--- src/rtl/layer_compositor.sv ---
// Pipelined VGA pixel compositor: fixed-priority colour-keyed layers over a background,
// with a frame-stable round mouse cursor that flashes for a number of frames after a hit.
module layer_compositor #(
    parameter int unsigned              NUM_LAYERS   = 4,
    parameter int unsigned              CW           = 8,
    parameter logic [3*CW-1:0]          KEY_COLOR    = '1,
    parameter logic [NUM_LAYERS-1:0]    KEY_MASK     = '1,
    parameter logic [23:0]              BG_COLOR     = 24'hB4EEB4,
    parameter int unsigned              CURSOR_R     = 6,
    parameter logic [23:0]              CURSOR_COLOR = 24'hDFB5AA,
    parameter logic [23:0]              FLASH_COLOR  = 24'hFF0000,
    parameter int unsigned              FLASH_FRAMES = 8
) (
    input  logic                         Clk,
    input  logic                         Reset_n,
    input  logic                         VGA_VS,
    input  logic                         pix_valid,
    input  logic [9:0]                   DrawX,
    input  logic [9:0]                   DrawY,
    input  logic [NUM_LAYERS-1:0]        layer_en,
    input  logic [NUM_LAYERS*3*CW-1:0]   layer_rgb,
    input  logic [9:0]                   MouseX,
    input  logic [9:0]                   MouseY,
    input  logic                         hit,
    output logic [CW-1:0]                VGA_R,
    output logic [CW-1:0]                VGA_G,
    output logic [CW-1:0]                VGA_B,
    output logic                         out_valid,
    output logic                         flashing
);

    localparam int unsigned PW = 3 * CW;
    localparam logic [PW-1:0] BG_PW     = PW'(BG_COLOR);
    localparam logic [PW-1:0] CURSOR_PW = PW'(CURSOR_COLOR);
    localparam logic [PW-1:0] FLASH_PW  = PW'(FLASH_COLOR);
    localparam logic [22:0]   R_SQ      = 23'(CURSOR_R * CURSOR_R);
    localparam logic [7:0]    FLASH_CNT = 8'(FLASH_FRAMES);

    typedef enum logic {IDLE, FLASH} state_t;

    state_t          state_q, state_d;
    logic [7:0]      cnt_q, cnt_d;
    logic            vs_q, vs_d;
    logic            vs_fall;
    logic [9:0]      mx_q, mx_d, my_q, my_d;
    logic            cursor_vis_q, cursor_vis_d;

    logic [PW-1:0]   colour_s1_q, colour_s1_d;
    logic            in_cur_s1_q, in_cur_s1_d;
    logic            pix_valid_s1_q, pix_valid_s1_d;
    logic [PW-1:0]   rgb_q, rgb_d;
    logic            out_valid_q, out_valid_d;

    logic            found;
    logic [10:0]     dx, dy, adx, ady;
    logic [22:0]     dist_sq;

    // vs_q resets low so the first cycle out of reset can never look like a falling edge
    assign vs_fall = vs_q & ~VGA_VS;

    always_comb begin
        vs_d         = VGA_VS;
        mx_d         = vs_fall ? MouseX : mx_q;
        my_d         = vs_fall ? MouseY : my_q;
        cursor_vis_d = cursor_vis_q | vs_fall;
    end

    always_comb begin
        found       = 1'b0;
        colour_s1_d = BG_PW;
        for (int unsigned i = 0; i < NUM_LAYERS; i++) begin
            if (!found && layer_en[i] &&
                !(KEY_MASK[i] && (layer_rgb[i*PW +: PW] == KEY_COLOR))) begin
                found       = 1'b1;
                colour_s1_d = layer_rgb[i*PW +: PW];
            end
        end
    end

    // Offsets are 11-bit two's complement; squaring magnitudes at 23 bits avoids any wrap
    always_comb begin
        dx             = {1'b0, mx_q} - {1'b0, DrawX};
        dy             = {1'b0, my_q} - {1'b0, DrawY};
        adx            = dx[10] ? (~dx + 11'd1) : dx;
        ady            = dy[10] ? (~dy + 11'd1) : dy;
        dist_sq        = 23'(adx) * 23'(adx) + 23'(ady) * 23'(ady);
        in_cur_s1_d    = cursor_vis_q & (dist_sq <= R_SQ);
        pix_valid_s1_d = pix_valid;
    end

    always_comb begin
        if (!pix_valid_s1_q)
            rgb_d = '0;
        else if (in_cur_s1_q)
            rgb_d = flashing ? FLASH_PW : CURSOR_PW;
        else
            rgb_d = colour_s1_q;
        out_valid_d = pix_valid_s1_q;
    end

    always_ff @(posedge Clk or negedge Reset_n) begin
        if (!Reset_n) begin
            vs_q           <= 1'b0;
            mx_q           <= '0;
            my_q           <= '0;
            cursor_vis_q   <= 1'b0;
            colour_s1_q    <= '0;
            in_cur_s1_q    <= 1'b0;
            pix_valid_s1_q <= 1'b0;
            rgb_q          <= '0;
            out_valid_q    <= 1'b0;
        end else begin
            vs_q           <= vs_d;
            mx_q           <= mx_d;
            my_q           <= my_d;
            cursor_vis_q   <= cursor_vis_d;
            colour_s1_q    <= colour_s1_d;
            in_cur_s1_q    <= in_cur_s1_d;
            pix_valid_s1_q <= pix_valid_s1_d;
            rgb_q          <= rgb_d;
            out_valid_q    <= out_valid_d;
        end
    end

    always_ff @(posedge Clk or negedge Reset_n) begin
        if (!Reset_n) begin
            state_q <= IDLE;
            cnt_q   <= '0;
        end else begin
            state_q <= state_d;
            cnt_q   <= cnt_d;
        end
    end

    // A hit always reloads the counter, even when it lands on a frame edge
    always_comb begin
        state_d = state_q;
        cnt_d   = cnt_q;
        case (state_q)
            IDLE: begin
                if (hit) begin
                    state_d = FLASH;
                    cnt_d   = FLASH_CNT;
                end
            end
            FLASH: begin
                if (hit) begin
                    cnt_d = FLASH_CNT;
                end else if (vs_fall) begin
                    if (cnt_q == 8'd1)
                        state_d = IDLE;
                    cnt_d = cnt_q - 8'd1;
                end
            end
            default: begin
                state_d = IDLE;
            end
        endcase
    end

    always_comb begin
        flashing = (state_q == FLASH);
    end

    assign VGA_R     = rgb_q[PW-1 -: CW];
    assign VGA_G     = rgb_q[2*CW-1 -: CW];
    assign VGA_B     = rgb_q[CW-1 -: CW];
    assign out_valid = out_valid_q;

endmodule

--- config.mk ---
export PLATFORM = sky130hd
export DESIGN_NAME = layer_compositor
export DESIGN_NICKNAME = d
export VERILOG_FILES = /design/src/rtl/layer_compositor.sv
export SDC_FILE = /design/constraint.sdc
export NUM_CORES = 1
export LEC_CHECK = 0
export CORE_MARGIN = 2
export CORE_UTILIZATION = 35
export CTS_BUF_LIST = sky130_fd_sc_hd__clkbuf_2 sky130_fd_sc_hd__clkbuf_4 sky130_fd_sc_hd__clkbuf_8
export DETAILED_ROUTE_END_ITERATION = 7
export SYNTH_ARGS = -nofsm -noshare
export SYNTH_HDL_FRONTEND = slang
export SYNTH_SLANG_ARGS = --single-unit
--- constraint.sdc ---
create_clock -name Clk -period 11.7 [get_ports Clk]
set_clock_uncertainty 0.1 [all_clocks]
set_input_delay 2.925 -clock Clk [delete_from_list [all_inputs] [get_ports Clk]]
set_output_delay 2.925 -clock Clk [all_outputs]
set_load 0.03 [all_outputs]
==> flow_metrics.env, run 1 <==
export IMPL_finalInstanceArea_mm2=0.0160
export IMPL_cts_max_level=3
export IMPL_synth_top_flop_cell="dfrtp_1"
export IMPL_layout_common_cells="264 x inv_1, 189 x buf_4, 169 x clkdlybuf4s50_1"
export IMPL_synth_top_cells_by_area="fa_1 28%, dfrtp_1 17%, ha_1 13%"
export IMPL_diodes=0
export IMPL_routabilityCongestion=0.973
export IMPL_seq_area_mm2=0.00205
export IMPL_required_ns=11.89
export IMPL_dp_cells=2085
export IMPL_grt_ovfl_total=0
export IMPL_startpoint="DrawY[0]"
export IMPL_first_global_vias=10900
export IMPL_async_flop_share_pct=100
export IMPL_tightest_slew_ns=0.921
export IMPL_die_w_um=188
export IMPL_vias=10200
export IMPL_die_area_mm2=0.0354
export IMPL_clk_latency_ns=0.37
export IMPL_reg2reg_slack_ns=2.89
export IMPL_syn_instance_count=1306
export IMPL_crit_slowest_cell="fa_1"
export IMPL_viasPerCell=4.83
export IMPL_critPathKind="primary input to register"
export IMPL_status="completed"
export IMPL_worstSetupStartpointType="primary input"
export IMPL_final_common_cell="inv_1"
export IMPL_setup_violations=0
export IMPL_core_mm2=0.0334
export IMPL_wire_per_inst_um=16.0
export IMPL_cp_arrival_ns=11.56
export IMPL_drt_initial_drc_count=376
export IMPL_place_area_mm2=0.0155
export IMPL_syn_area_mm2=0.0119
export IMPL_final_nets=2087
export IMPL_hold_viol=0
export IMPL_synth_edf_count=0
export IMPL_drive_gt1_share_pct=18.6
export IMPL_timing_fmax_mhz=87.9
export IMPL_initial_utilization_pct=35.5
export IMPL_grt_antenna_before_repair=0
export IMPL_crit_path_end="in_cur_s1_q"
export IMPL_yosys_cell_types_count=73
export IMPL_numCtsBuffers=9
export IMPL_port_buffers=170
export IMPL_numClockSinks=82
export IMPL_drv_slew=0
export IMPL_critical_path_max_fanout=6
export IMPL_cts_tree="done"
export IMPL_maxCapViolCount=0
export IMPL_tns_ns=0
export IMPL_synth_seq_cells=82
export IMPL_synth_top_area_share_pct=28.5
export IMPL_crit_top_cell="fa_1"
export IMPL_post_route_period_util_pct=97.3
export IMPL_syn2layout_area_growth_pct=34.8
export IMPL_slowest_delay_ns=0.59
export IMPL_clk_pin_slew_ns=0.09
export IMPL_synth_largest_area_cell="fa_1"
export IMPL_io_pins=171
export IMPL_hold_class="register to register"
export IMPL_grt_max_degree=69
export IMPL_crit_path_end_kind="register"
export IMPL_routed_wl_um=33700
export IMPL_relSlewSlack_pct=38.6
export IMPL_grt_first_pass_wirelength_um=54900
export IMPL_dr_pass1_iters=6
export IMPL_grtUsageTotal_pct=19.7
export IMPL_yosys_warnings=0
export IMPL_hpwl_um=29200
export IMPL_postRouteAntennaNets=0
export IMPL_period_needed_ns=11.38
export IMPL_avgSynthCellArea_um2=9.10
export IMPL_regToRegEndpoint="in_cur_s1_q"
export IMPL_ys_seq_area_share_pct=17.3
export IMPL_cts_buffer_depth=2
export IMPL_rr_worst_depth=30
export IMPL_drc=0
export IMPL_ctsRootBufferMaster="clkbuf_8"
export IMPL_fillCellCount=3207
export IMPL_multi_input_area_mm2=0.00901
export IMPL_dieHeight_um=188
export IMPL_floorplan_rows=67
export IMPL_fin_cells=2106
export IMPL_r2r_start="my_q[0]"
==> stage by stage <==
step | hold WS [ns] | util, % | worst slack [ns]
2_1_floorplan | 0.252 | - | 0.189
3_3_place_gp | 0.331 | 46.2 | -0.339
3_5_place_dp | 0.333 | 46.2 | -0.482
4_1_cts | 0.357 | 46.9 | 0.00163
5_1_grt | 0.372 | 47.9 | -0.0352
6_report | 0.357 | 47.9 | 0.322
==> final cells by class <==
class                   instances  share of cell area (%)
flip-flops and latches         82                    12.8
inverters                     268                    6.28
clock buffers                   9                   0.773
repair buffers                362                    19.7
multi-input cells             930                    56.3
clock inverters                 7                   0.656
well taps                     448                    3.50
==> cells in the mapped netlist (all sizes together), types with 11 or more instances <==
master,number
a211oi,11
ha,120
nand2b,20
nor2b,12
nand3,12
clkbuf,35
or2,18
dfrtp,82
nand2,55
xor2,16
o21a,17
inv,267
o21ai,28
o22ai,17
a21o,14
and2,14
fa,169
o31ai,14
nand4,28
nor4,12
nor3,11
nor2,154
mux2,19
a21oi,42
xnor2,34
==> layer usage <==
metal	GRT usage, %	routed length, µm
met5	0	0
met4	6.72	1040
met3	3.78	1800
met2	36.7	17400
met1	22.4	13500
==> kinds of logic (layout without fill, tap and decap cells) <==
kind of cell	Yosys count	in the layout	synth area share [%]
xor+xnor	50	50	3.69
compound gates	191	191	11.1
mux	25	25	2.31
buf+inv	307	646	9.79
other cells	2	15	0.0632
simple gates	360	360	14.6
flops	82	82	17.3
fa+ha+maj	289	289	41.1
==> how the worst min path moves through the flow <==
stage | cells after the start | from | slack [ns] | to
after global placement | 1 | colour_s1_q[23] | 0.33 | rgb_q[23]
after floorplan | 0 | out_valid_d | 0.25 | out_valid
after global routing | 1 | colour_s1_q[23] | 0.37 | rgb_q[23]
after detailed placement | 1 | colour_s1_q[14] | 0.33 | rgb_q[14]
final | 1 | colour_s1_q[23] | 0.36 | rgb_q[23]
after CTS | 1 | colour_s1_q[23] | 0.36 | rgb_q[23]
==> sequential cells by signal, summed over array words and instances, names as in the netlist <==
register and flops:
cnt_q 8, colour_s1_q 24, cursor_vis_q 1, flashing 1, in_cur_s1_q 1, mx_q 10, my_q 10, out_valid 1
out_valid_d 1, rgb_q 24, vs_q 1
==> repair_timing <==
action	CTS	global route
buffers inserted	0	4
setup endpoints to repair	1	1
gates resized for setup	1	72
pin swaps	0	40
hold buffers	0	0
gates cloned	0	1
==> critical path: cells and delay by family <==
family / cells / cell delay (ns)
adders and majority gates: 10 / 4.40
and+or+nand+nor: 7 / 1.74
buffers and inverters: 7 / 1.19
AOI/OAI and AO/OA: 4 / 1.02
xor gates and xnor gates: 1 / 0.20
muxes: 1 / 0.11
Power of run 1 is not shown: default switching activity piles up to over one toggle a cycle in this logic, so the estimate is an artifact.
==> run 2: changes to the inputs <==
--- a/config.mk
+++ b/config.mk
@@ -5,7 +5,6 @@
 export SDC_FILE = /design/constraint.sdc
 export NUM_CORES = 1
 export LEC_CHECK = 0
-export CORE_MARGIN = 2
 export CORE_UTILIZATION = 35
 export CTS_BUF_LIST = sky130_fd_sc_hd__clkbuf_2 sky130_fd_sc_hd__clkbuf_4 sky130_fd_sc_hd__clkbuf_8
 export DETAILED_ROUTE_END_ITERATION = 7
==> run 2 against run 1 <==
Effect of this change:
- sequential share of layout area is essentially flat
- utilization up 0.14 points
- critical path depth is 3 higher
- die area down 2.1%
- non-clock buffer count down 1
- hold slack got worse by 0.011 ns
- first-iteration DRC count is 12% higher
- wire length decreased by 0.41%
- via count down 0.25%
- flip-flop and latch count unchanged
- global-route usage increased by 1.0 points
- critical endpoint unchanged
==> flow_metrics.env, run 2 (same netlist as run 1, synthesis figures left out) <==
export IMPL_status="completed"
export IMPL_io_pins=171
export IMPL_final_nets=2086
export IMPL_initial_utilization_pct=35.5
export IMPL_drc=0
export IMPL_port_buffers=170
export IMPL_numClockSinks=82
export IMPL_hold_viol=0
export IMPL_hpwl_um=29200
export IMPL_cp_arrival_ns=11.57
export IMPL_wire_per_inst_um=15.9
export IMPL_diodes=0
export IMPL_die_w_um=186
export IMPL_tns_ns=0
export IMPL_multi_input_area_mm2=0.00910
export IMPL_critical_path_max_fanout=4
export IMPL_dieHeight_um=186
export IMPL_viasPerCell=4.82
export IMPL_floorplan_rows=67
export IMPL_reg_top3="colour_s1_q x24, rgb_q x24"
export IMPL_first_global_vias=11100
export IMPL_clk_pin_slew_ns=0.10
export IMPL_use_met3_pct=4.28
export IMPL_maxCapViolCount=0
export IMPL_required_ns=11.91
export IMPL_routed_wl_um=33500
export IMPL_utilization_pct=48.0
export IMPL_tightest_slew_ns=0.926
export IMPL_gr_usage_met2_pct=39.1
export IMPL_grt_antenna_before_repair=0
export IMPL_vias=10200
export IMPL_final_common_cell="inv_1"
export IMPL_clk_latency_ns=0.39
export IMPL_slowest_delay_ns=0.57
export IMPL_crit_path_end_kind="register"
export IMPL_grtUsageTotal_pct=20.7
export IMPL_grt_util_met1_pct=22.7
export IMPL_seq_area_mm2=0.00205
export IMPL_period_needed_ns=11.36
export IMPL_dp_cells=2074
export IMPL_grt_first_pass_wirelength_um=55200
export IMPL_relSlewSlack_pct=38.2
export IMPL_drt_initial_drc_count=421
export IMPL_crit_slowest_cell="fa_2"
export IMPL_timing_fmax_mhz=88.0
export IMPL_critPathKind="primary input to register"
export IMPL_fillCellCount=3185
export IMPL_hold_class="register to register"
export IMPL_setup_violations=0
export IMPL_core_mm2=0.0334
export IMPL_syn2layout_area_growth_pct=35.2
export IMPL_numCtsBuffers=9
export IMPL_fin_cells=2105
export IMPL_drv_slew=0
export IMPL_drive_gt1_share_pct=19.2
export IMPL_postRouteAntennaNets=0
export IMPL_hold_buffers=0
export IMPL_cts_buffer_depth=2
export IMPL_worstSetupStartpointType="primary input"
export IMPL_layout_common_cells="260 x inv_1, 191 x buf_4, 169 x clkdlybuf4s50_1"
export IMPL_grt_busiest_layer="met2"
export IMPL_ctsRootBufferMaster="clkbuf_8"
export IMPL_cts_tree="done"
export IMPL_routabilityCongestion=0.980
export IMPL_grt_ovfl_total=0
export IMPL_die_area_mm2=0.0347
export IMPL_cts_max_level=3
export IMPL_dr_pass1_iters=6
export IMPL_grt_max_degree=74
export IMPL_post_route_period_util_pct=97.1
==> run 2: metal layers <==
layer	vias up	routed length, µm
li1	4912	-
met1	4961	13000
met2	238	17600
met3	42	1910
met4	0	990
met5	-	0
==> run 2: per-stage QoR <==
step	worst slack [ns]	hold slack [ns]	area, µm²
after floorplan	0.189	0.252	11900
after global placement	-0.373	0.330	15400
after detailed placement	-0.509	0.336	15400
after CTS	0.00475	0.344	15600
after global routing	-0.0452	0.361	16100
final	0.335	0.346	16100
==> run 2: path summary, 6_finish.rpt <==
kind                            startpoint          end  cells after the start  slack, ns
setup / recovery                  DrawY[0]  in_cur_s1_q                     33       0.34
hold reg to reg            colour_s1_q[23]    rgb_q[23]                      1       0.35
setup reg to reg                   mx_q[0]  in_cur_s1_q                     32       2.90
max in group asynchronous          Reset_n     cnt_q[5]                      2       8.11
hold / removal             colour_s1_q[23]    rgb_q[23]                      1       0.35
min in group asynchronous          Reset_n      mx_q[3]                      1       2.25
==> run 2: what timing repair did <==
action,in CTS,in global routing
endpoints found under the setup margin,1,1
pin swaps,0,59
gates resized for setup,3,74
setup buffers,0,15
==> run 2: area by class of cell <==
type,count,share of cell area [%]
sequential,82,12.8
inverter,268,6.26
clock buffer,9,0.771
timing repair buffer,361,19.5
multi-input combinational,930,56.6
clock inverter,7,0.538
tap,448,3.49
==> run 2: critical path: cells and delay by family <==
kind,cells,cell delay [ns]
AO/OA/AOI/OAI,4,0.82
AND/OR/NAND/NOR,8,1.90
XOR/XNOR,2,0.44
buffers and inverters,9,1.07
adder cells (fa/ha/maj),10,4.41
Power of run 2 is left out for the same reason.
==> run 3: changes to the inputs <==
--- a/config.mk
+++ b/config.mk
@@ -8,6 +8,8 @@
 export CORE_UTILIZATION = 35
 export CTS_BUF_LIST = sky130_fd_sc_hd__clkbuf_2 sky130_fd_sc_hd__clkbuf_4 sky130_fd_sc_hd__clkbuf_8
 export DETAILED_ROUTE_END_ITERATION = 7
+export SKIP_LAST_GASP = 1
+export SLEW_MARGIN = 20
 export SYNTH_ARGS = -nofsm -noshare
 export SYNTH_HDL_FRONTEND = slang
 export SYNTH_SLANG_ARGS = --single-unit
==> results of run 3 <==
The final DEF is identical to that of run 2; final timing and power are the same.
Power of run 3 is left out for the same reason.
==> edit, RTL diff (config.mk and constraints of run 3) <==
`NUM_LAYERS`: 4 -> 2.
--- a/src/rtl/layer_compositor.sv
+++ b/src/rtl/layer_compositor.sv
@@ -2,5 +2,5 @@
 // with a frame-stable round mouse cursor that flashes for a number of frames after a hit.
 module layer_compositor #(
-    parameter int unsigned              NUM_LAYERS   = 4,
+    parameter int unsigned              NUM_LAYERS   = 2,
     parameter int unsigned              CW           = 8,
     parameter logic [3*CW-1:0]          KEY_COLOR    = '1,
Interface: changed (resized layer_en and layer_rgb); port bits go from 171 to 121. The function was not compared with the original's and may differ.
==> edit against run 3 <==
Setup slack worse by 96 ps. Final area down 7.3%. Critical path depth unchanged. Area after synthesis down 4.3%. Sequential cell count unchanged. Fmax down 0.84%. Synthesized cell count down 8.7%. Wire length down 23%.
Power is left out: the tool's default activity adds up to more than one toggle a clock period on the data nets, which glitch-free logic cannot reach.
==> edit: results (changes against run 3) <==
stage;metric;value;unit;change
place;gpl congestion;0.872;;was 0.980
global_routing;gr usage total;16.6;%;was 20.7%
clock_tree;H-tree levels;3;;unchanged
finish;Layout non-clock buf frac;15.7;%;was 19.5%
synthesis;Post-synth top cells;261 x inv_1, 169 x fa_1, 123 x nor2_1;;was 266 x inv_1, 169 x fa_1, 154 x nor2_1
global_routing;vias in the first global route;9466;;was 11063
finish;Non-CTS inverters;263;;was 268
finish;layout cell share with drive strength beyond 1;20.4;%;was 19.2%
timing;Slew HR;38.0;%;was 38.2%
synthesis;sequential fraction of the synthesis area;18.0;%;was 17.3%
synthesis;xor/xnor share of the synthesized area;4.07;%;was 3.69%
finish;ClkCell Share;1.26;%;was 1.31%
synthesis;Compound-Gate Fraction of Synth Area;9.77;%;was 11.1%
critical_path;R2R setup slack;2800;ps;was 2900 ps
route;Vias;8858;;was 10153
critical_path;slowest stage cell, crit path;fa_1;;was fa_2
synthesis;Area contributors post-synth;fa_1 30%, dfrtp_1 18%, ha_1 13%, inv_1 8.6%, nor2_1 4.1%;;was fa_1 28%, dfrtp_1 17%, ha_1 13%, inv_1 8.4%, nor2_1 4.9%
place;dpl hpwl;22.0;mm;was 29.2 mm
global_routing;antenna violations before repair;0;;unchanged
route;drt drc;0;;unchanged
finish;Repair and plain buffers;268;;was 361
timing;Fin Hold WS;354;ps;was 346 ps
route;routed wire length;25.8;mm;was 33.5 mm
critical_path;family with the most delay on the worst path;adder cells;;unchanged
min_path;Hold Crit Depth;1;;unchanged
finish;multi-input gate share of the layout cell area;58.9;%;was 56.6%
synthesis;ys flop type;dfrtp_1;;unchanged
synthesis;yosys warns;0;;unchanged
finish;clk_buf instances;9;;unchanged
finish;Fillers;3000;;was 3185
status;outcome;finished, final reports clean;;unchanged
critical_path;Critical Path Start;DrawY[0];;unchanged
place;number of port buffers;120;;was 170
synthesis;post-synthesis mux area share;2.42;%;was 2.31%
critical_path;worst-path fanout max;6;;was 4
synthesis;Adder-Cell Fraction of Synth Area;42.9;%;was 41.1%
finish;multi-input combinational cell count;830;;was 930
clock_tree;Clk pin slew, worst setup/hold paths;100;ps;about the same
critical_path;CP peak stage delay;550;ps;was 570 ps
min_path;Hold Path End;rgb_q[22];;was rgb_q[23]
min_path;hold_sp;colour_s1_q[22];;was colour_s1_q[23]
synthesis;count of different cell masters after synthesis;71;;was 73
global_routing;largest net degree at the start of global routing;77;;was 74
critical_path;cells on worst reg2reg path;33;;was 32
critical_path;r2r startpoint;my_q[0];;was mx_q[0]
route;drt initial violations;250;;was 421
route;drt pass-1 iters;7;;was 6
finish;Nets;1838;;was 2086
critical_path;Worst Path Arrival;11630;ps;was 11570 ps
finish;fraction of area in registers;13.8;%;was 12.8%
timing;Max Slew Vio Count;0;;unchanged
global_routing;first-pass GRT wire length;44.5;mm;was 55.2 mm
clock_tree;worst skew pair latency;360;ps;was 390 ps
[edit: cell count changes after synthesis, sizes merged, moves of 10 or more]
cell / change
o31ai: -12
nand2: -22
a21oi: -17
o22a: +15
a222oi: -10
nor2: -31
o22ai: -14
nand4: -12
a22o: +10
[edit: metal layers]
metal	wire (um)	vias to the layer above	track usage, %
met5	0	-	0
met4	406	0	4.03
met3	1240	25	2.75
met2	12900	167	29.5
met1	11300	4370	20.9
li1	-	4296	-
[edit: metrics by stage]
step                utilization (%)  instance area [sq um]  TNS (ps)  instances  setup WS [ps]
floorplan                         -                  11400         0       1206            358
global placement               44.2                  14100      -256       1866           -256
detailed placement             44.2                  14100      -366       1866           -366
CTS                            44.9                  14300         0       1882           12.7
global route                   46.8                  14900     -54.4       1894          -54.4
finish                         46.8                  14900         0       1894            239
[edit: timing repair]
action                                  in CTS  in global routing
gates resized for setup                      3                100
hold endpoints to repair                     0                  0
cloned                                       0                  0
setup buffers                                0                 12
endpoints found under the setup margin       1                  1
pin swaps                                    1                 65
